## src/rtl/board_pkg.sv

```systemverilog
// Shared playfield geometry and enum types for move-enable generation.
//   COLS/ROWS/CELLS : board geometry, cell index = row*COLS + col
//   cell_idx_t      : 5-bit cell index
//   state_t         : scan controller states
//   dir_t           : move directions, also used as bit positions in enable nibbles
package board_pkg;

  localparam int COLS  = 4;
  localparam int ROWS  = 6;
  localparam int CELLS = COLS * ROWS;

  typedef logic [4:0] cell_idx_t;

  localparam cell_idx_t   LAST_IDX  = 5'(CELLS - 1);
  localparam cell_idx_t   COLS_IDX  = 5'(COLS);
  localparam logic [2:0]  LAST_ROW  = 3'(ROWS - 1);
  localparam logic [1:0]  LAST_COL  = 2'(COLS - 1);

  typedef enum logic [1:0] {
    ST_IDLE = 2'd0,
    ST_SCAN = 2'd1,
    ST_DONE = 2'd2
  } state_t;

  typedef enum logic [1:0] {
    DIR_UP    = 2'd0,
    DIR_DOWN  = 2'd1,
    DIR_LEFT  = 2'd2,
    DIR_RIGHT = 2'd3
  } dir_t;

  // COLS is 4, so row/column fall straight out of the index bits.
  function automatic logic [2:0] row_of(cell_idx_t i);
    return i[4:2];
  endfunction

  function automatic logic [1:0] col_of(cell_idx_t i);
    return i[1:0];
  endfunction

endpackage

```

## src/rtl/move_enable_gen_if.sv

```systemverilog
// Request/result bundle between board-state registers, the move-enable
// generator and the enable-compare stage.
//   start, piece_mask, occ_mask : request side (master drives)
//   busy, done, valid           : status (slave drives)
//   up/down/left/right_en       : per-cell enable vectors (slave drives)
interface move_enable_gen_if;
  import board_pkg::*;

  logic             start;
  logic [CELLS-1:0] piece_mask;
  logic [CELLS-1:0] occ_mask;
  logic             busy;
  logic             done;
  logic             valid;
  logic [CELLS-1:0] up_en;
  logic [CELLS-1:0] down_en;
  logic [CELLS-1:0] left_en;
  logic [CELLS-1:0] right_en;

  modport master (
    output start, piece_mask, occ_mask,
    input  busy, done, valid, up_en, down_en, left_en, right_en
  );

  modport slave (
    input  start, piece_mask, occ_mask,
    output busy, done, valid, up_en, down_en, left_en, right_en
  );

endinterface

```

## src/rtl/cell_move_check.sv

```systemverilog
// Combinational move check for a single cell.
//   piece, occ : snapshot masks of the falling piece and settled blocks
//   idx        : cell being evaluated
//   en         : enable per direction, bit position given by dir_t
// A cell outside the piece never restricts movement. For a piece cell the
// neighbour must exist and be free of settled blocks; other piece cells do
// not block because they move together.
module cell_move_check
  import board_pkg::*;
(
  input  logic [CELLS-1:0] piece,
  input  logic [CELLS-1:0] occ,
  input  cell_idx_t        idx,
  output logic [3:0]       en
);

  logic [2:0] row;
  logic [1:0] col;
  cell_idx_t  n_up;
  cell_idx_t  n_dn;
  cell_idx_t  n_lf;
  cell_idx_t  n_rt;

  always_comb begin
    row  = row_of(idx);
    col  = col_of(idx);
    // Neighbour indices may fall off the board; they are only used when
    // the matching bounds test passes.
    n_up = idx - COLS_IDX;
    n_dn = idx + COLS_IDX;
    n_lf = idx - 5'd1;
    n_rt = idx + 5'd1;

    en = '1;
    if (piece[idx]) begin
      en[DIR_UP]    = (row != 3'd0)     && !occ[n_up];
      en[DIR_DOWN]  = (row != LAST_ROW) && !occ[n_dn];
      en[DIR_LEFT]  = (col != 2'd0)     && !occ[n_lf];
      en[DIR_RIGHT] = (col != LAST_COL) && !occ[n_rt];
    end
  end

endmodule

```

## src/rtl/move_enable_gen.sv

```systemverilog
// Move-enable generator: snapshots the piece and occupancy masks on start,
// walks the 24 cells one per clock and publishes four enable vectors.
//   clk, rst_n : clock (rising edge), async active-low reset
//   bus        : request masks in; busy/done/valid and enable vectors out
//
// state | meaning
// IDLE  | waiting for start; outputs hold last result
// SCAN  | evaluating cell idx, writing working vectors
// DONE  | publishing working vectors, pulsing done
module move_enable_gen
  import board_pkg::*;
(
  input  logic              clk,
  input  logic              rst_n,
  move_enable_gen_if.slave  bus
);

  state_t                 state_q, state_d;
  cell_idx_t              idx_q;
  logic [CELLS-1:0]       piece_q, occ_q;
  logic [3:0][CELLS-1:0]  work_q;
  logic [CELLS-1:0]       up_q, down_q, left_q, right_q;
  logic                   done_q, valid_q;
  logic [3:0]             cell_en;

  logic accept, scan_we, publish;

  cell_move_check u_check (
    .piece (piece_q),
    .occ   (occ_q),
    .idx   (idx_q),
    .en    (cell_en)
  );

  always_ff @(posedge clk or negedge rst_n) begin
    if (!rst_n) state_q <= ST_IDLE;
    else        state_q <= state_d;
  end

  always_comb begin
    state_d = state_q;
    accept  = 1'b0;
    scan_we = 1'b0;
    publish = 1'b0;
    case (state_q)
      ST_IDLE: begin
        if (bus.start) begin
          accept  = 1'b1;
          state_d = ST_SCAN;
        end
      end
      ST_SCAN: begin
        scan_we = 1'b1;
        if (idx_q == LAST_IDX) state_d = ST_DONE;
      end
      ST_DONE: begin
        publish = 1'b1;
        state_d = ST_IDLE;
      end
      default: state_d = ST_IDLE;
    endcase
  end

  always_ff @(posedge clk or negedge rst_n) begin
    if (!rst_n) begin
      idx_q   <= '0;
      piece_q <= '0;
      occ_q   <= '0;
      work_q  <= '0;
      up_q    <= '0;
      down_q  <= '0;
      left_q  <= '0;
      right_q <= '0;
      done_q  <= 1'b0;
      valid_q <= 1'b0;
    end else begin
      done_q <= publish;
      if (accept) begin
        piece_q <= bus.piece_mask;
        occ_q   <= bus.occ_mask;
        work_q  <= '0;
        valid_q <= 1'b0;
        idx_q   <= '0;
      end
      if (scan_we) begin
        work_q[DIR_UP][idx_q]    <= cell_en[DIR_UP];
        work_q[DIR_DOWN][idx_q]  <= cell_en[DIR_DOWN];
        work_q[DIR_LEFT][idx_q]  <= cell_en[DIR_LEFT];
        work_q[DIR_RIGHT][idx_q] <= cell_en[DIR_RIGHT];
        // Hold at the last cell rather than wrapping.
        if (idx_q != LAST_IDX) idx_q <= idx_q + 5'd1;
      end
      if (publish) begin
        up_q    <= work_q[DIR_UP];
        down_q  <= work_q[DIR_DOWN];
        left_q  <= work_q[DIR_LEFT];
        right_q <= work_q[DIR_RIGHT];
        valid_q <= 1'b1;
      end
    end
  end

  assign bus.busy     = (state_q != ST_IDLE);
  assign bus.done     = done_q;
  assign bus.valid    = valid_q;
  assign bus.up_en    = up_q;
  assign bus.down_en  = down_q;
  assign bus.left_en  = left_q;
  assign bus.right_en = right_q;

endmodule

```

## src/flat_wrapper.sv

```systemverilog
// flat-port wrapper written by rule: the top's interface ports become plain ports
module move_enable_gen_flat import board_pkg::*;
  (clk, rst_n, bus_start, bus_piece_mask, bus_occ_mask, bus_busy, bus_done, bus_valid, bus_up_en, bus_down_en, bus_left_en, bus_right_en);
  move_enable_gen_if bus_i ();
  input  logic clk;
  input  logic rst_n;
  input wire logic [$bits(bus_i.start)-1:0] bus_start;
  input wire logic [$bits(bus_i.piece_mask)-1:0] bus_piece_mask;
  input wire logic [$bits(bus_i.occ_mask)-1:0] bus_occ_mask;
  output wire logic [$bits(bus_i.busy)-1:0] bus_busy;
  output wire logic [$bits(bus_i.done)-1:0] bus_done;
  output wire logic [$bits(bus_i.valid)-1:0] bus_valid;
  output wire logic [$bits(bus_i.up_en)-1:0] bus_up_en;
  output wire logic [$bits(bus_i.down_en)-1:0] bus_down_en;
  output wire logic [$bits(bus_i.left_en)-1:0] bus_left_en;
  output wire logic [$bits(bus_i.right_en)-1:0] bus_right_en;
  assign bus_i.start = bus_start;
  assign bus_i.piece_mask = bus_piece_mask;
  assign bus_i.occ_mask = bus_occ_mask;
  assign bus_busy = bus_i.busy;
  assign bus_done = bus_i.done;
  assign bus_valid = bus_i.valid;
  assign bus_up_en = bus_i.up_en;
  assign bus_down_en = bus_i.down_en;
  assign bus_left_en = bus_i.left_en;
  assign bus_right_en = bus_i.right_en;
  move_enable_gen u_core (.clk(clk), .rst_n(rst_n), .bus(bus_i));
endmodule
```

## config.mk

```make
export PLATFORM = sky130hd
export DESIGN_NAME = move_enable_gen_flat
export DESIGN_NICKNAME = d
export VERILOG_FILES = /design/src/rtl/board_pkg.sv /design/src/rtl/move_enable_gen_if.sv /design/src/rtl/cell_move_check.sv /design/src/rtl/move_enable_gen.sv /design/src/flat_wrapper.sv
export SDC_FILE = /design/constraint.sdc
export NUM_CORES = 1
export LEC_CHECK = 0
export BUFFER_PORTS_ARGS = -buffer_cell sky130_fd_sc_hd__buf_2
export CORE_UTILIZATION = 58
export CTS_CLUSTER_DIAMETER = 150
export DETAILED_ROUTE_END_ITERATION = 6
export PLACE_DENSITY = 0.76
export SLEW_MARGIN = 20
export SYNTH_ARGS = -nofsm -noshare
export SYNTH_HDL_FRONTEND = slang
export SYNTH_SLANG_ARGS = --single-unit
```

## constraint.sdc

```tcl
create_clock -name clk -period 3.5 [get_ports clk]
set_input_delay 0.175 -clock clk [delete_from_list [all_inputs] [get_ports clk]]
set_output_delay 0.175 -clock clk [all_outputs]
set_load 0.01 [all_outputs]
```

==> run_results.csv <==
group,metric,value,unit
drt,ant_nets,0,
place,dp.cells,1393,
die,core_area,18300,sq um
yosys,synth_top_area_share,56.7,%
clock_network,clk_latency,520,ps
finish,multiInputGateArea,4410,sq um
yosys,synth.most_common_cell,"nand2_1",
die,dieArea,19500,sq um
finish,utilization,72.4,%
global_route,grt_pass1_wl,42800,um
clock_network,h-tree-depth,1,
setup_path,path_cells,"buf_4 -> mux2_1 -> mux4_2 -> a41oi_2 -> o311ai_1 -> o211ai_1",
sta,holdWs,18.1,ps
global_route,globalRouteOverflowTotal,0,
drt,routed_wl,26100,um
sta,setup-violations-final,0,
yosys,seq_area_frac_synth,56.7,%
power,power_density,910,nW/um^2
sta,hold_violations,0,
yosys,synth_warnings,0,
global_route,grt_pass1_vias,8471,
finish,synthToLayoutAreaGrowth,20.3,%
sta,clock-skew-final,10.9,ps
clock_network,cts.sinks,249,
clock_network,numCtsBuffers,26,
setup_path,worstReg2RegEnd,"u_core.work_q[55]",
die,io_pins,150,
sta,fin_crit,3100,ps
clock_network,cts_tree,"built",
finish,register_area,6230,sq um
setup_path,reg2reg_from,"u_core.idx_q[0]",
clock_network,cts.path.max_buffers,3,
drt,drt-initial-drc-count,617,
setup_path,crit_start,"u_core.idx_q[0]",
setup_path,crit_path_end,"u_core.work_q[55]",
sta,maxSlewHeadroom,30.2,%
sta,clock.fmax,0.322,GHz
yosys,synth_area_leaders,"dfrtp_1, nand2_1, mux2_2",
yosys,synth_area_leader_cell,"dfrtp_1",
setup_path,endpoint_kind,"flop",
sta,fin_tns_setup,0,ps
sta,worst-slew-pin-transition,1050,ps
yosys,async_flop_share,100,%
place,port_buffers,149,
finish,nFillCells,1339,
yosys,synth-edff-count,0,
outcome,status,"completed",
power,power.leakage,5.91,nW
place,gp_congestion,0.948,
setup_path,criticalPathCategory,"flop to flop",
setup_path,cp_num_buf_inv,1,
drt,drc,0,
setup_path,startpoint_type,"flop",
drt,dr.pass1.iters,5,
hold_path,hold_path.class,"input port to flop",
setup_path,critPathMaxFanout,29,
setup_path,critPathMaxStageDelay,750,ps
job,cap_violations,0,
die,die_y,140,um
die,dieWidth,140,um
power,peakVddDrop,704,uV
setup_path,r2r_cells,6,
drt,vias,8502,
clock_network,clockRootBuffer,"clkbuf_16",
global_route,grt_max_degree,132,
setup_path,path_delay_family,"compound AO/OA/AOI/OAI gates",
yosys,synth_cell_types,52,
setup_path,worst_path_max_delay_cell,"a41oi_2",
sta,fin_crit_sh,88.7,%
setup_path,arrival,3540,ps
setup_path,regToRegSetupSlack,400,ps
yosys,syn_inst,1069,
sta,rsz0062_at_grt,"false",
drt,vias_per_cell,5.72,
finish,final_cells,1487,
die,start_util,60.2,%
global_route,antenna_found_initial,0,
yosys,synth_nets,1129,
global_route,grt.total_usage,27.5,%
drt,post_drt_wl_per_cell,17.5,um
setup_path,worst-path-stages,6,
finish,final_layout_size_suffix_gt1_share,23.1,%
yosys,yosys_most_used_dff,"dfrtp_1",
yosys,syn_avg_cell_area,10.3,sq um
setup_path,critical_path_required,3930,ps
clock_network,path_clk_slew,60,ps
yosys,ys_ff_latch,249,
finish,final_nets,1301,
die,rows,49,
sta,finalMaxSlewViolations,0,
finish,n_antenna_cell,0,
yosys,synth_area,11000,sq um
place,dp_hpwl,16900,um
clock_network,post_cts_resized,0,
yosys,synth.top_cells.by_count,"nand2_1, dfrtp_1, nand3_1",
==> sequential cells by signal, summed over array words and instances (netlist names), 2 cells and up <==
name and flops:
u_core.work_q 96, u_core.occ_q 24, u_core.idx_q 5, u_core.piece_q 24, u_core.bus.down_en 24, u_core.state_q 2
u_core.bus.left_en 24, u_core.bus.up_en 24, u_core.bus.right_en 24
==> report_power, final <==
part           total (W)  switching [W]  internal (W)
sequential       0.00445       0.000687       0.00376
clock            0.00268        0.00109       0.00159
combinational    0.00490        0.00296       0.00194
==> logic make-up after synthesis <==
kind of cell / synth area share [%]
AO/OA/AOI/OAI: 9.38
adder cells (fa/ha/maj): 1.02
flip-flops: 56.7
AND/OR/NAND/NOR: 18.6
XOR/XNOR: 0.478
multiplexers: 10.5
buffers and inverters: 3.34
==> metrics by stage <==
stage,cell area [sq um],worst slack (ps),power [W]
global placement,11900,524,0.00907
global route,13200,194,0.0127
detailed placement,11900,397,0.00926
floorplan,11000,588,0.00805
finish,13200,397,0.0120
CTS,13200,405,0.0120
==> cells in the final DEF, fill, tap and decap left out, drive strengths merged, types with 2 or more instances in the layout <==
cell type | synthesis | routed
nand2b | 2 | 2
nand2 | 346 | 346
nand4 | 4 | 4
a31oi | 18 | 18
o21ai | 67 | 67
nand3 | 82 | 82
a311oi | 2 | 2
a22oi | 4 | 4
dfrtp | 249 | 249
or3 | 2 | 2
xnor2 | 4 | 4
xor2 | 2 | 2
mux2i | 18 | 18
o221ai | 10 | 10
o22ai | 3 | 3
mux4 | 14 | 14
mux2 | 57 | 57
inv | 12 | 12
buf | 21 | 163
ha | 9 | 9
or3b | 3 | 3
o211ai | 9 | 9
clkinv | 0 | 6
o311ai | 3 | 3
clkbuf | 47 | 37
o31a | 2 | 2
and3 | 3 | 3
nor2b | 5 | 5
nor2 | 30 | 30
a21oi | 22 | 22
dlygate4sd3 | 0 | 49
and2 | 6 | 6
nor3 | 7 | 7
==> how the worst min path moves through the flow <==
stage,start,end,slack (ps),cells after the start
after floorplan,rst_n,u_core.bus.done,-120,0
after global placement,rst_n,u_core.bus.done,370,1
after detailed placement,rst_n,u_core.bus.right_en[0],370,1
after CTS,bus_start,u_core.idx_q[2],8,4
after global routing,bus_start,u_core.idx_q[2],60,4
final,bus_start,u_core.idx_q[2],20,4
==> worst register-to-register path, cell delays in order, from the launching register on <==
cell and delay [ps]:
dfrtp_2 530, buf_4 450, mux2_1 390, mux4_2 510, a41oi_2 750, o311ai_1 240
o211ai_1 140
==> per-layer routing <==
layer,up-vias,share of wire (%),global-route usage [%]
met3,54,5.3,3.61
met5,-,0,0
met1,4130,44,37.6
met4,0,2.3,8.16
li1,3995,-,-
met2,323,48,46.3
==> area by class of cell <==
type,count,area share (%)
multi-input combinational,740,33.4
clock inverter,8,0.596
tap,229,2.17
timing repair buffer,212,10.6
sequential,249,47.1
inverter,12,0.341
clock buffer,37,5.77
==> timing repair <==
item,CTS,global route
setup buffers,0,0
hold buffers,49,0
endpoints found under the hold margin,177,0
Note: power is estimated with default switching activity, not from simulation.
